### config.mk
export PLATFORM = sky130hd
export DESIGN_NAME = slow_tick_timer
export DESIGN_NICKNAME = d
export VERILOG_FILES = /design/src/rtl/slow_tick_timer.sv
export SDC_FILE = /design/constraint.sdc
export NUM_CORES = 1
export LEC_CHECK = 0
export BUFFER_PORTS_ARGS = -buffer_cell sky130_fd_sc_hd__clkbuf_2
export CAP_MARGIN = 40
export CELL_PAD_IN_SITES_DETAIL_PLACEMENT = 1
export CELL_PAD_IN_SITES_GLOBAL_PLACEMENT = 1
export CORE_MARGIN = 2
export CORE_UTILIZATION = 48
export CTS_BUF_LIST = sky130_fd_sc_hd__clkbuf_8
export CTS_CLUSTER_DIAMETER = 80
export DETAILED_ROUTE_END_ITERATION = 6
export PLACE_DENSITY = 0.89
export SETUP_SLACK_MARGIN = 0.2
export SYNTH_ARGS = -nofsm -noshare
export SYNTH_HDL_FRONTEND = slang
export SYNTH_SLANG_ARGS = --single-unit
### constraint.sdc
create_clock -name Clk -period 4.19 [get_ports Clk]
set_input_delay 0.838 -clock Clk [delete_from_list [all_inputs] [get_ports Clk]]
set_output_delay 0.838 -clock Clk [all_outputs]
set_load 0.02 [all_outputs]
### src/rtl/slow_tick_timer.sv
// slow_tick_timer
// Brings the asynchronous 1 Hz square wave into the Clk domain, turns each
// rising edge into a one-cycle tick, and uses the ticks to run the round
// countdown shown on the HUD. A watchdog flags a missing 1 Hz source.
//
// Ports
//   Clk          system clock
//   reset_n      asynchronous active-low reset (deassertion synchronous to Clk)
//   clk_1Hz_in   slow square wave, asynchronous to Clk
//   start        one-cycle pulse: reload START_SECS and run
//   pause        level: freeze the countdown while high
//   tick         one-cycle pulse per rising edge of clk_1Hz_in
//   secs_left    remaining seconds, binary
//   tens, ones   decimal digits of secs_left
//   running      high in RUN only
//   expired      one-cycle pulse when the count reaches 0
//   tick_lost    watchdog flag: no tick for TIMEOUT_CYCLES cycles

module slow_tick_timer #(
  parameter int START_SECS     = 30,
  parameter int SYNC_STAGES    = 2,
  parameter int TIMEOUT_CYCLES = 60_000_000
) (
  input  logic       Clk,
  input  logic       reset_n,
  input  logic       clk_1Hz_in,
  input  logic       start,
  input  logic       pause,
  output logic       tick,
  output logic [7:0] secs_left,
  output logic [3:0] tens,
  output logic [3:0] ones,
  output logic       running,
  output logic       expired,
  output logic       tick_lost
);

  // state     | meaning
  // ----------+-----------------------------------------------
  // ST_IDLE   | no round since reset; secs_left held at 0
  // ST_RUN    | counting down, one second per tick
  // ST_PAUSED | countdown frozen while pause is high
  // ST_DONE   | round expired; secs_left held at 0 until start
  typedef enum logic [1:0] {
    ST_IDLE   = 2'd0,
    ST_RUN    = 2'd1,
    ST_PAUSED = 2'd2,
    ST_DONE   = 2'd3
  } state_t;

  localparam logic [7:0] LP_START = 8'(START_SECS);
  localparam int         WD_W     = (TIMEOUT_CYCLES > 2) ? $clog2(TIMEOUT_CYCLES) : 1;
  localparam logic [WD_W-1:0] LP_WD_LAST = WD_W'(TIMEOUT_CYCLES - 1);

  // ---------------------------------------------------------------------
  // Synchronizer and rising-edge detect
  // ---------------------------------------------------------------------
  logic [SYNC_STAGES-1:0] r_sync;
  logic                   r_hist;
  logic                   r_tick;
  logic                   w_sync_out;
  logic                   w_rise;

  assign w_sync_out = r_sync[SYNC_STAGES-1];
  assign w_rise     = w_sync_out & ~r_hist;

  always_ff @(posedge Clk or negedge reset_n) begin
    if (!reset_n) begin
      r_sync <= '0;
      r_hist <= 1'b0;
      r_tick <= 1'b0;
    end else begin
      r_sync <= {r_sync[SYNC_STAGES-2:0], clk_1Hz_in};
      r_hist <= w_sync_out;
      r_tick <= w_rise;
    end
  end

  assign tick = r_tick;

  // ---------------------------------------------------------------------
  // Watchdog
  // Cleared by the same edge that raises tick, so tick_lost drops in the
  // very cycle the recovered tick pulses.
  // ---------------------------------------------------------------------
  logic [WD_W-1:0] r_wd_cnt;
  logic            r_tick_lost;

  always_ff @(posedge Clk or negedge reset_n) begin
    if (!reset_n) begin
      r_wd_cnt    <= '0;
      r_tick_lost <= 1'b0;
    end else if (w_rise) begin
      r_wd_cnt    <= '0;
      r_tick_lost <= 1'b0;
    end else if (r_wd_cnt == LP_WD_LAST) begin
      r_tick_lost <= 1'b1;
    end else begin
      r_wd_cnt <= r_wd_cnt + 1'b1;
    end
  end

  assign tick_lost = r_tick_lost;

  // ---------------------------------------------------------------------
  // Countdown FSM
  // ---------------------------------------------------------------------
  state_t     r_state;
  logic [7:0] r_secs;
  logic [3:0] r_tens;
  logic [3:0] r_ones;
  logic       r_running;
  logic       r_expired;

  state_t     w_state_nxt;
  logic [7:0] w_secs_nxt;
  logic       w_expired_nxt;
  logic [3:0] w_tens_nxt;
  logic [3:0] w_ones_nxt;

  always_comb begin
    w_state_nxt   = r_state;
    w_secs_nxt    = r_secs;
    w_expired_nxt = 1'b0;

    if (start) begin
      // start outranks pause and tick, including a tick that would expire
      w_secs_nxt  = LP_START;
      w_state_nxt = ST_RUN;
    end else begin
      case (r_state)
        ST_IDLE: begin
          w_secs_nxt = 8'd0;
        end
        ST_RUN: begin
          if (pause) begin
            w_state_nxt = ST_PAUSED;
          end else if (r_tick) begin
            if (r_secs > 8'd1) begin
              w_secs_nxt = r_secs - 8'd1;
            end else begin
              w_secs_nxt    = 8'd0;
              w_expired_nxt = 1'b1;
              w_state_nxt   = ST_DONE;
            end
          end
        end
        ST_PAUSED: begin
          if (!pause) begin
            w_state_nxt = ST_RUN;
          end
        end
        ST_DONE: begin
          w_secs_nxt = 8'd0;
        end
        default: begin
          w_state_nxt = ST_IDLE;
          w_secs_nxt  = 8'd0;
        end
      endcase
    end
  end

  // secs_left never exceeds 99, so the digit split always fits in 4 bits
  assign w_tens_nxt = 4'(w_secs_nxt / 8'd10);
  assign w_ones_nxt = 4'(w_secs_nxt % 8'd10);

  always_ff @(posedge Clk or negedge reset_n) begin
    if (!reset_n) begin
      r_state   <= ST_IDLE;
      r_secs    <= 8'd0;
      r_tens    <= 4'd0;
      r_ones    <= 4'd0;
      r_running <= 1'b0;
      r_expired <= 1'b0;
    end else begin
      r_state   <= w_state_nxt;
      r_secs    <= w_secs_nxt;
      r_tens    <= w_tens_nxt;
      r_ones    <= w_ones_nxt;
      r_running <= (w_state_nxt == ST_RUN);
      r_expired <= w_expired_nxt;
    end
  end

  assign secs_left = r_secs;
  assign tens      = r_tens;
  assign ones      = r_ones;
  assign running   = r_running;
  assign expired   = r_expired;

endmodule

Yosys cells after proc, flatten, opt, wreduce, memory -nomap -nowiden
Index checks and enable logic that the tools add are counted.

Register bits after elaboration: 51. Input port bits: 5. Output and inout port bits: 20. Word-level logic and storage cells: 47.

Add/sub/neg operators: 2. Divide/modulo/power cells: 2. $lt $le $gt $ge: 1. Equal/unequal tests: 6. Mux-type cells: 20. Bitwise gates (word level): 2. Reduce and logical (&&, ||, !) cells: 3.

Operator list (count): 26-bit 2-to-1 mux (2); 8-bit 2-to-1 mux (4); 26-bit by 1-bit adder with 26-bit output, second input constant (1); 26-bit equality test, second input constant (1); 8-bit case mux with 2 select lines (1); 2-bit 2-to-1 mux (5); 8-bit by 4-bit divider with 8-bit output, second input constant (1); 8-bit by 1-bit greater-than comparator with 1-bit output, second input constant (1); 8-bit by 4-bit remainder unit with 8-bit output, second input constant (1); 8-bit by 1-bit subtractor with 8-bit output, second input constant (1); 1-bit 2-to-1 mux (7); 2-bit by 1-bit equality test with 1-bit output, second input constant (2); 2-bit equality test, second input constant (2); 2-bit case mux with 2 select lines (1); 2-bit zero test (1); 2-bit inequality test, second input constant (1); 2-bit nonzero test (1); 2-bit OR reduction (1); 1-bit AND (1); 1-bit inverter (1).

Logic depth before layout (Yosys ltp)
Word-level depth: 7. Mapped depth: 19. Depth with buffers taken out: 17.

Least setup slack after synthesis
No wires, ideal clock.

Path kind: input-to-reg. Start point: input port pause. End point: register r_ones[3] (netlist: ones[3]). Data arrival time: 3.988 ns. Data required time: 4.120 ns. Path slack: 0.132 ns. Cell stages on the path: 16. Path buffers: 2. Cell sequence: or3b_2 -> buf_2 -> o41ai_1 -> a21oi_1 -> nor3_2 -> a2111oi_0 -> a311o_2 -> buf_4 -> a21oi_1 -> nor2_1 -> a21oi_1 -> ha_1 -> nor2_1 -> mux2i_1 -> nand4b_1 -> nand3_1.

Longest elaborated chain between the ends: 4.

RTL lines: start, declared (line 28) `input logic pause,`; 8-bit 2-to-1 mux (line 136) `if (pause) begin`; 8-bit case mux with 2 select lines (line 131) `case (r_state)`; 8-bit 2-to-1 mux (line 126) `if (start) begin`; 8-bit by 4-bit remainder unit with 8-bit output (line 166) `assign w_ones_nxt = 4'(w_secs_nxt % 8'd10);`; net w_ones_nxt[3] (line 119) `logic [3:0] w_ones_nxt;`; end signal, assigned (line 180) `r_ones <= w_ones_nxt;`; end, declared (line 111) `logic [3:0] r_ones;`.

The timed path passes the listed nets, and every way through them passes these cells. A chain may end at the register's enable or synchronous reset.

Worst setup path in the final report
Start point: register r_state[0]. End point: register r_ones[3] (netlist: ones[3]).

Longest elaborated chain between the ends: 5.

RTL lines: start, declared (line 108) `state_t r_state;`; start signal, assigned (line 177) `r_state <= w_state_nxt;`; 2-bit equality test or 2-bit zero test (tied branches) (line 131); 2-bit OR reduction (no source line); 8-bit case mux with 2 select lines (*) (line 131); 8-bit 2-to-1 mux (*) (line 126); 8-bit by 4-bit remainder unit with 8-bit output (*) (line 166); net w_ones_nxt[3] (line 119).

Mark *: on every way through the listed nets, which the timed path passes. The rest lies on a longest branch.

==> run_results.csv <==
group,metric,value,unit
sta,tightest_slew,0.770,ns
sta,max_slew_margin,48.3,%
power_and_ir_drop,power,1270,uW
critical_path,crit_fanout,8,
critical_path,endpoint_kind,"flip-flop",
drt,post_drt_wl_per_cell,17.9,microns
floorplan,rows,28,
floorplan,ios,25,
floorplan,die_x,82.4,microns
clocking,htreeDepth,2,
final_layout,post-route-util,57.0,%
clocking,cts_buffers,5,
sta,period_share,91.3,%
sta,clock_skew,0.00647,ns
drt,drtPass1Iterations,4,
sta,rsz0062_at_grt,"false",
final_layout,finalNetCount,364,
clocking,hold_buffers,0,
placed_design,hpwl,5430,microns
drt,wl,7650,microns
yosys,syn-cell-area,2950,sq um
drt,via_count,2557,
floorplan,die_h,82.4,microns
run,cap_violations,0,
drt,detail-route-antenna-nets,0,
clocking,ctsRootBufferMaster,"clkbuf_8",
run_status,outcome,"completed",
hold_path,hold_class,"reg -> reg",
power_and_ir_drop,power_density,376,nW/um^2
final_layout,final_common_cell,"dfrtp_1",
critical_path,critPathArrivalTime,4.07,ns
global_route,grt_max_degree,27,
global_route,grt_pass1_vias,2627,
yosys,post-synth-top-area-fraction,42.4,%
clocking,cts_tree,"built",
global_route,grt_pass1_wl,12500,microns
floorplan,dieArea,6780,sq um
floorplan,start_util,49.8,%
sta,slew_violations,0,
drt,route.detailed.drc,0,
critical_path,critPathKind,"reg -> reg",
clocking,insertion_delay,0.30,ns
yosys,synthCells,316,
yosys,synth_area_leaders,"dfrtp_1 (42%), nor2_1 (4.8%), xnor2_1 (3.3%)",
drt,vias_per_cell,5.97,
yosys,ys_types,64,
critical_path,worst-r2r-cell-count,16,
final_layout,antenna_cells,0,
yosys,syn_nets,327,
clocking,cts.path.max_buffers,2,
sta,whs,0.361,ns
sta,setup_tns,0,ns
yosys,avgSynthCellArea,9.33,sq um
yosys,synth_flop_cell,"dfrtp_1",
yosys,synth_area_leader_cell,"dfrtp_1",
critical_path,cp-start-kind,"flip-flop",
final_layout,layout_common_cells,"dfrtp_1 (50), nor2_1 (38), clkbuf_2 (24), nand2_1 (18), buf_4 (18)",
global_route,grt_overflow_total,0,
global_route,grt_usage,24.0,%
power_and_ir_drop,peakVddDrop,0.000215,V
yosys,yosys_warnings,0,
sta,setup_viol_count_final,0,
placed_design,numPortBuffers,24,
hold_path,min_from,"r_sync[0]",
clocking,cts_sinks,50,
hold_path,hold_depth,0,
floorplan,core_area,5920,sq um
sta,finalHoldViolations,0,
final_layout,area_growth,14.5,%
drt,drt_iter0_drc,94,
yosys,ys_seq_area_share,42.4,%
hold_path,hold_path_end,"r_sync[1]",
critical_path,critPathRequiredTime,4.43,ns
sta,period_needed,3.83,ns
clocking,path_clk_slew,0.09,ns
critical_path,rr_startpoint,"r_state[0]",
sta,fmax,261,MHz
yosys,synth-edff-count,0,
yosys,async_reset_ff_share,100,%
final_layout,layout-drive-gt1-share,21.5,%
placed_design,place_congestion,0.985,
global_route,antenna_found_initial,0,
power_and_ir_drop,leakage,0.00147,uW
critical_path,worstReg2RegEnd,"ones[3]",
yosys,ys_ff_latch,50,
critical_path,r2r_slack,0.36,ns
-- per-layer routing --
| layer | global-route usage [%] | vias to the layer above | wire [microns] |
|---|---|---|---|
| met3 | 3.26 | 9 | 207 |
| met2 | 42.9 | 44 | 3950 |
| met4 | 6.17 | 0 | 87 |
| li1 | - | 1212 | - |
| met1 | 30.5 | 1292 | 3400 |
| met5 | 0 | - | 0 |
-- how the worst max path moves through the flow --
stage | start | to | slack [ns] | cells past startpoint
after CTS | r_state[0] | ones[3] | 0.24 | 18
after global placement | pause | ones[3] | 0.19 | 17
after global routing | r_state[0] | ones[3] | 0.16 | 16
after floorplan | pause | ones[3] | 0.21 | 16
final | r_state[0] | ones[3] | 0.36 | 16
after detailed placement | pause | ones[3] | -0.03 | 17
-- worst max-delay path, cell delays in order (launching register included) --
cell       delay [ns]
dfrtp_1          0.39
inv_1            0.08
ha_2             0.23
or3b_2           0.47
or4_4            0.56
a211o_4          0.41
nor2_4           0.17
a2111oi_2        0.07
a311o_2          0.38
a21oi_1          0.17
nor2_1           0.05
a21oi_1          0.13
ha_2             0.23
nor2_1           0.07
mux2i_1          0.16
nand4b_1         0.10
nand3_1          0.07
-- Yosys cell counts (all sizes together) (9+ instances only) --
| cell type | instances |
|---|---|
| xnor2 | 11 |
| inv | 16 |
| or3 | 10 |
| nor3 | 11 |
| o21ai | 16 |
| nor2 | 39 |
| nand2 | 18 |
| dfrtp | 50 |
| a21oi | 14 |
| xor2 | 10 |
| nand3 | 9 |
-- sequential cells by signal, indices dropped and copies added (netlist names) --
register,count
tick_lost,1
r_sync,2
ones,4
secs_left,7
expired,1
tens,4
running,1
r_hist,1
r_state,2
r_wd_cnt,26
tick,1
-- per-stage QoR --
stage | cell area [sq um] | instances | worst slack, ns
after floorplan | 2960 | 316 | 0.209
after global placement | 3180 | 413 | 0.187
after detailed placement | 3180 | 413 | -0.0296
after CTS | 3270 | 420 | 0.237
after global routing | 3370 | 428 | 0.161
final | 3370 | 428 | 0.363
-- repair_timing --
| item | 4_1_cts | 5_1_grt |
|---|---|---|
| gates cloned | 0 | 0 |
| setup endpoints to repair | 1 | 2 |
| setup buffers | 0 | 8 |
| pin swaps | 0 | 3 |
| resized for setup | 1 | 10 |
-- power by group --
part	internal, uW	switching (uW)	leakage [uW]
logic	172	253	0.000774
registers	532	42.0	0.000656
clock network	112	157	0.0000414
total	816	452	0.00147
-- cells by family (layout without fill, tap and decap cells) --
kind of cell	count (synthesis)	in the layout	synth area share [%]
simple gates	135	135	25.0
compound gates	70	70	17.6
flops	50	50	42.4
buf+inv	29	66	4.46
xor+xnor	21	21	6.24
fa+ha+maj	7	7	2.89
mux	4	4	1.36
-- layout make-up --
type / count / area, sq um
clock buffers: 5 / 68.8
well taps: 75 / 93.8
inverters: 17 / 68.8
multi-input cells: 237 / 1630
repair buffers: 42 / 255
clock inverters: 2 / 11.3
flip-flops and latches: 50 / 1250
fillers: 683 / 2550
Note: power is estimated with default switching activity, not from simulation.
